[src/rtl/wb_pkg.sv]
// Shared write-back definitions: destination-mode encodings, result source indices,
// the stage state encoding and the link register number.
package wb_pkg;

  localparam logic [1:0] DST_RT   = 2'b00;
  localparam logic [1:0] DST_RD   = 2'b01;
  localparam logic [1:0] DST_LINK = 2'b10;
  localparam logic [1:0] DST_NONE = 2'b11;

  localparam int SRC_ALU  = 0;
  localparam int SRC_DM   = 1;
  localparam int SRC_PC8  = 2;
  localparam int SRC_HILO = 3;
  localparam int SRC_CP0  = 4;

  localparam int LINK_REG = 31;

  typedef enum logic [1:0] {
    ST_EMPTY = 2'd0,
    ST_WAIT  = 2'd1,
    ST_FULL  = 2'd2
  } wb_state_t;

endpackage

[src/rtl/wb_dst_sel.sv]
// Destination decode: maps a dst_mode plus rt/rd candidates to a GRF write address and enable.
// Writes to register 0 are suppressed so downstream logic never sees them.
module wb_dst_sel
  import wb_pkg::*;
#(
  parameter int AW = 5
) (
  input  logic [1:0]    dst_mode,
  input  logic [AW-1:0] rt,
  input  logic [AW-1:0] rd,
  output logic [AW-1:0] a3,
  output logic          we
);

  always_comb begin
    a3 = '0;
    case (dst_mode)
      DST_RT:   a3 = rt;
      DST_RD:   a3 = rd;
      DST_LINK: a3 = AW'(LINK_REG);
      default:  a3 = '0;
    endcase
    we = (dst_mode != DST_NONE) && (a3 != '0);
  end

endmodule

[src/rtl/wb_sel_stage.sv]
// Write-back select stage: holds one instruction, waits for its result source, then emits one GRF write.
// Define WB_SEL_FWD_EN to add the fwd_valid/fwd_a3/fwd_data forwarding outputs.
module wb_sel_stage
  import wb_pkg::*;
#(
  parameter int DATA_W = 32,
  parameter int NSRC   = 5,
  parameter int SEL_W  = $clog2(NSRC),
  parameter int AW     = 5,
  parameter int CNT_W  = 16
) (
  input  logic                   clk,
  input  logic                   reset,
  input  logic                   in_valid,
  output logic                   in_ready,
  input  logic [SEL_W-1:0]       in_sel,
  input  logic [1:0]             in_dst_mode,
  input  logic [AW-1:0]          in_rt,
  input  logic [AW-1:0]          in_rd,
  input  logic [NSRC*DATA_W-1:0] src_data,
  input  logic [NSRC-1:0]        src_vld,
  input  logic                   flush,
  output logic                   out_valid,
  output logic [AW-1:0]          out_a3,
  output logic [DATA_W-1:0]      out_wd,
  output logic [CNT_W-1:0]       stall_cnt
`ifdef WB_SEL_FWD_EN
  ,
  output logic                   fwd_valid,
  output logic [AW-1:0]          fwd_a3,
  output logic [DATA_W-1:0]      fwd_data
`endif
);

  wb_state_t         state;
  logic [SEL_W-1:0]  sel_q;
  logic [AW-1:0]     a3_q;
  logic              we_q;
  logic [AW-1:0]     out_a3_q;
  logic              out_we_q;
  logic [DATA_W-1:0] wd_q;

  logic              accept;
  logic [AW-1:0]     dec_a3;
  logic              dec_we;
  logic [DATA_W-1:0] in_word;
  logic              in_ok;
  logic [DATA_W-1:0] q_word;
  logic              q_ok;

  wb_dst_sel #(.AW(AW)) u_dst_sel (
    .dst_mode (in_dst_mode),
    .rt       (in_rt),
    .rd       (in_rd),
    .a3       (dec_a3),
    .we       (dec_we)
  );

  assign in_ready = (state != ST_WAIT) && !flush;
  assign accept   = in_valid && in_ready;

  // Out-of-range selects read as a zero word that is always valid.
  always_comb begin
    in_word = '0;
    in_ok   = 1'b1;
    q_word  = '0;
    q_ok    = 1'b1;
    for (int i = 0; i < NSRC; i++) begin
      if (in_sel == SEL_W'(i)) begin
        in_word = src_data[i*DATA_W +: DATA_W];
        in_ok   = src_vld[i];
      end
      if (sel_q == SEL_W'(i)) begin
        q_word = src_data[i*DATA_W +: DATA_W];
        q_ok   = src_vld[i];
      end
    end
  end

  // Pending address/enable live in a3_q/we_q; the out_* registers only change when a write is presented.
  always_ff @(posedge clk or posedge reset) begin
    if (reset) begin
      state     <= ST_EMPTY;
      sel_q     <= '0;
      a3_q      <= '0;
      we_q      <= 1'b0;
      out_a3_q  <= '0;
      out_we_q  <= 1'b0;
      wd_q      <= '0;
      stall_cnt <= '0;
    end else if (flush) begin
      state <= ST_EMPTY;
    end else if (accept) begin
      sel_q <= in_sel;
      a3_q  <= dec_a3;
      we_q  <= dec_we;
      if (in_ok) begin
        state    <= ST_FULL;
        out_a3_q <= dec_a3;
        out_we_q <= dec_we;
        wd_q     <= in_word;
      end else begin
        state <= ST_WAIT;
      end
    end else if (state == ST_WAIT) begin
      if (q_ok) begin
        state    <= ST_FULL;
        out_a3_q <= a3_q;
        out_we_q <= we_q;
        wd_q     <= q_word;
      end else if (stall_cnt != '1) begin
        stall_cnt <= stall_cnt + CNT_W'(1);
      end
    end else begin
      state <= ST_EMPTY;
    end
  end

  assign out_valid = (state == ST_FULL) && out_we_q && !flush;
  assign out_a3    = out_a3_q;
  assign out_wd    = wd_q;

`ifdef WB_SEL_FWD_EN
  assign fwd_valid = (state == ST_FULL) && out_we_q && !flush;
  assign fwd_a3    = out_a3_q;
  assign fwd_data  = wd_q;
`endif

endmodule

[config.mk]
export PLATFORM = sky130hd
export DESIGN_NAME = wb_sel_stage
export DESIGN_NICKNAME = d
export VERILOG_FILES = /design/src/rtl/wb_pkg.sv /design/src/rtl/wb_dst_sel.sv /design/src/rtl/wb_sel_stage.sv
export SDC_FILE = /design/constraint.sdc
export NUM_CORES = 1
export LEC_CHECK = 0
export ABC_AREA = 1
export ABC_CLOCK_PERIOD_IN_PS = 4400
export CORE_ASPECT_RATIO = 0.7
export CORE_UTILIZATION = 40
export DETAILED_ROUTE_END_ITERATION = 10
export PLACE_DENSITY_LB_ADDON = 0.12
export SYNTH_ARGS = -nofsm -noshare
export SYNTH_HDL_FRONTEND = slang
export SYNTH_SLANG_ARGS = --single-unit
[constraint.sdc]
create_clock -name clk -period 4.4 [get_ports clk]
set_input_delay 0.88 -clock clk [delete_from_list [all_inputs] [get_ports clk]]
set_output_delay 0.88 -clock clk [all_outputs]
set_load 0.02 [all_outputs]
==> flow_metrics.env, run 1 <==
export IMPL_die_height_microns=102
export IMPL_synthCells=992
export IMPL_max_slew_worst_pin_slew_ns=1.01
export IMPL_grt_max_degree=46
export IMPL_vdd_drop_max_mv=0.275
export IMPL_r2r_end="out_wd[17]"
export IMPL_core_sq_um=14000
export IMPL_status="finished clean"
export IMPL_critPathBufInv=2
export IMPL_period_minus_slack_ns=3.11
export IMPL_final_cell_area_sq_um=8560
export IMPL_design_die_area_sq_um=14900
export IMPL_grt_pass1_vias=6469
export IMPL_grt_use_total_pct=27.9
export IMPL_rows=36
export IMPL_worstPathArrival_ns=2.23
export IMPL_die_w_microns=145
export IMPL_routedWlPerCell_microns=14.9
export IMPL_crit_family="buffers and inverters"
export IMPL_dr_wl_met2_microns=8940
export IMPL_critPathLaunchType="input pin"
export IMPL_slew_headroom_pct=32.3
export IMPL_placed_area_sq_um=8270
export IMPL_crit_type="input pin to primary output"
export IMPL_numPortBuffers=238
export IMPL_setup_viol=0
export IMPL_multi_input_area_sq_um=3620
export IMPL_whs_path_depth=2
export IMPL_regArea_sq_um=1630
export IMPL_synth_top_cell_by_area="dfrtp_1"
export IMPL_grt_pass1_wl_microns=32900
export IMPL_ys_warn_count=0
export IMPL_wl_microns=20700
export IMPL_hold_start="out_wd[8]"
export IMPL_drt_iter0_drc=536
export IMPL_timing_hold_ws_ns=0.470
export IMPL_fmax_ghz=0.322
export IMPL_antenna_found_initial=2
export IMPL_avgSynthCellArea_sq_um=5.81
export IMPL_diodes=0
export IMPL_numCtsBuffers=9
export IMPL_wl_met3_microns=1720
export IMPL_viasPerCell=5.11
export IMPL_clk_latency_ns=0.35
export IMPL_cts_resized=0
export IMPL_synth_seq_cells=65
export IMPL_rsz0062_at_grt="no"
export IMPL_syn_to_final_growth_pct=48.5
export IMPL_gp_congestion=0.857
export IMPL_io_pins=239
export IMPL_clockRootBuffer="clkbuf_16"
export IMPL_cp_cell_sequence="clkdlybuf4s50_1 > nor3_1 > clkdlybuf4s50_1"
export IMPL_postCtsSetupBuffers=0
export IMPL_synthTopCellsByArea="dfrtp_1 28%, nand2_1 23%, nand3_1 11%"
export IMPL_top_layer_used="met4"
export IMPL_p_per_area_nw_per_um2=358
export IMPL_hold_buffers=0
export IMPL_met1_length_microns=9820
export IMPL_drc=0
export IMPL_clockBufferDepth=2
export IMPL_hold_viol=0
export IMPL_cts_htree_levels=3
export IMPL_min_period_over_period_pct=70.7
export IMPL_maxSlewViolCount=0
export IMPL_fillCellCount=1313
export IMPL_final_antenna_net_count=0
export IMPL_ff2ff_path_depth=9
export IMPL_cp_data_required_time_ns=3.52
export IMPL_cp_max_fo=3
export IMPL_ys_types=20
export IMPL_critPathMaxStageDelay_ns=0.64
export IMPL_worstHoldPathType="register to register"
export IMPL_dr_pass1_iters=5
export IMPL_critPathSlowestCell="clkdlybuf4s50_1"
export IMPL_crit_top_cell="clkdlybuf4s50_1"
export IMPL_rr_startpoint="sel_q[2]"
export IMPL_p_leak_nw=3.97
export IMPL_clock_sinks=65
export IMPL_endpoint_kind="primary output"
export IMPL_nets=1379
export IMPL_yosysSeqAreaShare_pct=28.2
export IMPL_syn_area_sq_um=5760
export IMPL_setup_worst_path_start="flush"
export IMPL_finClkSkew_ns=0.00549
export IMPL_start_util_pct=41.3
export IMPL_drive_gt1_share_pct=4.17
export IMPL_syn_nets=1177
export IMPL_vias=7091
export IMPL_synth_top_area_share_pct=28.2
export IMPL_cts_tree="yes"
export IMPL_regToRegSetupSlack_ns=1.63
export IMPL_overflow=0
export IMPL_place_hpwl_microns=14600
export IMPL_finalSetupTns_ns=0
export IMPL_clkTransAtPathRegs_ns=0.06
export IMPL_max_cap_violations=0
export IMPL_min_to="out_wd[8]"
==> cell usage after synthesis, drive strengths merged <==
cell type / instances
buf: 26
clkbuf: 38
dfrtp: 65
ha: 1
inv: 75
nand2: 357
nand3: 122
nand4: 2
nor2: 84
nor3: 11
o21ai: 163
o21bai: 33
xnor2: 10
xor2: 5
==> layout make-up <==
type,count,area share [%]
multi-input combinational,788,42.3
timing repair buffer,255,29.3
sequential,65,19.0
inverter,75,3.29
tap,190,2.78
clock buffer,9,2.63
clock inverter,7,0.687
==> report_power, final <==
group	internal, mW	leakage [nW]	switching [mW]
sequential	0.785	0.847	0.141
clock	0.391	0.134	0.301
combinational	0.656	2.99	0.788
total	1.83	3.97	1.23
==> per-layer routing <==
layer,vias up,GRT usage [%]
met5,-,0
met4,0,6.80
met3,19,6.52
met2,293,44.5
met1,3175,38.3
li1,3604,-
==> metrics by stage <==
step           total power, mW  util [%]  setup slack [ns]  instances
2_1_floorplan             1.64         -              1.89        992
6_report                  3.06      61.3              1.29       1389
3_5_place_dp              2.37      59.2             0.964       1373
4_1_cts                   3.07      61.3              1.26       1389
3_3_place_gp              2.36      59.2              1.08       1373
5_1_grt                   3.25      61.3              1.04       1389
==> worst min-delay path: stages, from the launching register on <==
cell and delay, ns:
dfrtp_1 0.34, nand2_1 0.05, nand2_1 0.05
==> state kept, by name (all words and copies together), names as in the netlist <==
signal,flops
a3_q,5
out_a3,5
out_wd,32
out_we_q,1
sel_q,3
stall_cnt,16
state,2
we_q,1
==> placed cells by master (no fill, tap or decap) <==
| cell | n |
|---|---|
| nand2_1 | 351 |
| inv_2 | 4 |
| xor2_1 | 5 |
| o21ai_0 | 114 |
| clkinvlp_4 | 2 |
| nor2_1 | 84 |
| nor3_2 | 2 |
| buf_4 | 17 |
| nor3_1 | 5 |
| nor3_4 | 4 |
| ha_1 | 1 |
| xnor2_1 | 10 |
| clkdlybuf4s50_1 | 238 |
| nand2_2 | 6 |
| inv_6 | 5 |
| nand4_1 | 2 |
| nand3_2 | 1 |
| dfrtp_1 | 65 |
| nand3_1 | 121 |
| clkbuf_16 | 9 |
| inv_1 | 71 |
| o21bai_1 | 33 |
| o21ai_1 | 49 |
==> how the worst max path moves through the flow <==
stage / end / depth (start not counted)
after detailed placement: out_wd[17] / 10
after CTS: out_valid / 3
after floorplan: a3_q[0] / 1
final: out_valid / 3
after global routing: out_wd[11] / 10
after global placement: out_wd[10] / 10
==> cell families after synthesis <==
kind of cell / share of synthesized area (%)
xor+xnor: 2.28
fa+ha+maj: 0.217
flops: 28.2
simple gates: 40.9
buf+inv: 9.86
compound gates: 18.5
Power figures use the tool's default switching activity.
==> inputs of run 2 (changes only) <==
- ABC_CLOCK_PERIOD_IN_PS: 4400 -> 2500
- clock period: 4.4 -> 2.5 ns (I/O delays scaled with it)
==> run 2 against run 1 <==
Compared with the run above:
- final cell count increased by 1.1%
- critical path depth increased by 2
- non-clock buffer count increased by 15
- sequential share of layout area decreased by 0.59 points
==> flow_metrics.env, run 2 (synthesis gave the netlist of run 1 again) <==
export IMPL_drc=0
export IMPL_postCtsSetupBuffers=0
export IMPL_status="finished clean"
export IMPL_p_leak_nw=4.12
export IMPL_die_height_microns=102
export IMPL_setup_viol=0
export IMPL_placed_area_sq_um=8480
export IMPL_design_die_area_sq_um=14900
export IMPL_io_pins=239
export IMPL_swShare_pct=37.2
export IMPL_cp_cell_sequence="clkdlybuf4s50_1 > inv_1 > nand2_1 > inv_1 > clkdlybuf4s50_1"
export IMPL_start_util_pct=41.3
export IMPL_final_util_pct=63.2
export IMPL_pwr_share_seq_pct=28.6
export IMPL_endpoint="in_ready"
export IMPL_rsz0062_at_grt="no"
export IMPL_cp_data_required_time_ns=2.00
export IMPL_syn_to_final_growth_pct=53.3
export IMPL_vias=7190
export IMPL_fmax_ghz=0.440
export IMPL_cts_tree="yes"
export IMPL_antenna_found_initial=0
export IMPL_p_sw_mw=2.11
export IMPL_ff2ff_path_depth=10
export IMPL_numPortBuffers=238
export IMPL_clkTransAtPathRegs_ns=0.05
export IMPL_p_comb_share_pct=46.0
export IMPL_crit_type="input pin to primary output"
export IMPL_diodes=0
export IMPL_setup_worst_path_start="flush"
export IMPL_finalSetupTns_ns=0
export IMPL_critPathMaxStageDelay_ns=0.61
export IMPL_p_per_area_nw_per_um2=644
export IMPL_r2r_end="out_wd[31]"
export IMPL_p_int_mw=3.57
export IMPL_period_minus_slack_ns=2.27
export IMPL_dr_pass1_iters=5
export IMPL_gp_congestion=0.839
export IMPL_cts_resized=0
export IMPL_max_cap_violations=0
export IMPL_numCtsBuffers=9
export IMPL_clockRootBuffer="clkbuf_16"
export IMPL_critPathLaunchType="input pin"
export IMPL_clkPwrFrac_pct=25.4
export IMPL_clock_sinks=65
export IMPL_rows=36
export IMPL_rr_startpoint="sel_q[1]"
export IMPL_wl_microns=20800
export IMPL_final_antenna_net_count=0
export IMPL_grt_pass1_vias=6608
export IMPL_fillCellCount=1313
export IMPL_drive_gt1_share_pct=5.27
export IMPL_worstHoldPathType="register to register"
export IMPL_grt_max_degree=65
export IMPL_place_hpwl_microns=15100
export IMPL_hold_viol=0
export IMPL_regToRegSetupSlack_ns=0.70
export IMPL_final_common_cell="nand2_1"
export IMPL_clk_latency_ns=0.33
export IMPL_critPathSlowestCell="clkdlybuf4s50_1"
export IMPL_max_slew_worst_pin_slew_ns=0.588
export IMPL_worstPathArrival_ns=1.77
export IMPL_clockBufferDepth=2
export IMPL_grt_use_total_pct=28.1
export IMPL_grt_pass1_wl_microns=33400
export IMPL_hold_buffers=0
export IMPL_maxSlewViolCount=0
export IMPL_overflow=0
export IMPL_slew_headroom_pct=60.7
export IMPL_endpoint_kind="primary output"
export IMPL_vdd_drop_max_mv=0.451
export IMPL_routedWlPerCell_microns=14.8
export IMPL_die_w_microns=145
export IMPL_core_sq_um=14000
export IMPL_cts_htree_levels=3
export IMPL_largest_reg_flops=32
export IMPL_viasPerCell=5.12
export IMPL_min_period_over_period_pct=90.8
export IMPL_drt_iter0_drc=480
export IMPL_final_cell_mix="351 x nand2_1, 238 x clkdlybuf4s50_1, 121 x nand3_1"
export IMPL_nets=1394
export IMPL_cp_max_fo=3
export IMPL_final_cell_area_sq_um=8830
export IMPL_finClkSkew_ns=0.00626
-- run 2: cell types whose count changed in the layout (fill, tap and decap cells not counted) --
cell	delta
clkinv_4	+3
clkinvlp_4	-2
inv_6	-5
buf_4	+7
clkbuf_1	+1
bufinv_16	+3
buf_12	+8
-- run 2: final cells by class --
class	count	area, sq um	area share, %
inverter	75	282	3.19
clock inverter	6	116	1.32
timing repair buffer	270	2720	30.8
multi-input combinational	788	3620	41.0
clock buffer	10	229	2.59
sequential	65	1630	18.4
tap	190	238	2.69
-- run 2: critical path, delay by kind of cell --
kind / cells / cell delay (ns)
buffers and inverters: 4 / 1.22
and+or+nand+nor: 1 / 0.05
-- run 2: worst min path at each step --
stage	startpoint	end	slack [ns]	cells after the start
after floorplan	out_we_q	out_we_q	0.44	2
after global placement	out_wd[24]	out_wd[24]	0.45	2
after detailed placement	out_wd[13]	out_wd[13]	0.46	2
after CTS	out_wd[13]	out_wd[13]	0.47	2
after global routing	out_wd[13]	out_wd[13]	0.49	2
final	out_wd[13]	out_wd[13]	0.47	2
-- run 2: through the flow --
step / hold WS, ns / setup slack (ns) / power, mW / instances
6_report: 0.468 / 0.229 / 5.69 / 1404
5_1_grt: 0.488 / 0.162 / 6.03 / 1404
4_1_cts: 0.471 / 0.213 / 5.71 / 1404
3_5_place_dp: 0.460 / 0.0866 / 4.24 / 1388
3_3_place_gp: 0.454 / 0.0779 / 4.22 / 1388
2_1_floorplan: 0.442 / 0.374 / 2.89 / 992
-- run 2: metal layers --
layer / track usage (%) / vias to the layer above / share of wire (%)
met4: 4.21 / 0 / 0.52
met2: 45.4 / 331 / 43
li1: - / 3635 / -
met3: 4.11 / 10 / 9.0
met5: 0 / - / 0
met1: 40.7 / 3214 / 47
-- run 2: power by group through the flow --
stage	Combinational (mW)	Sequential [mW]	Clock (mW)
after floorplan	0.946	1.95	0
after global placement	2.58	1.63	0
after detailed placement	2.62	1.63	0
after CTS	2.62	1.62	1.46
after global routing	2.84	1.67	1.52
final	2.61	1.63	1.44
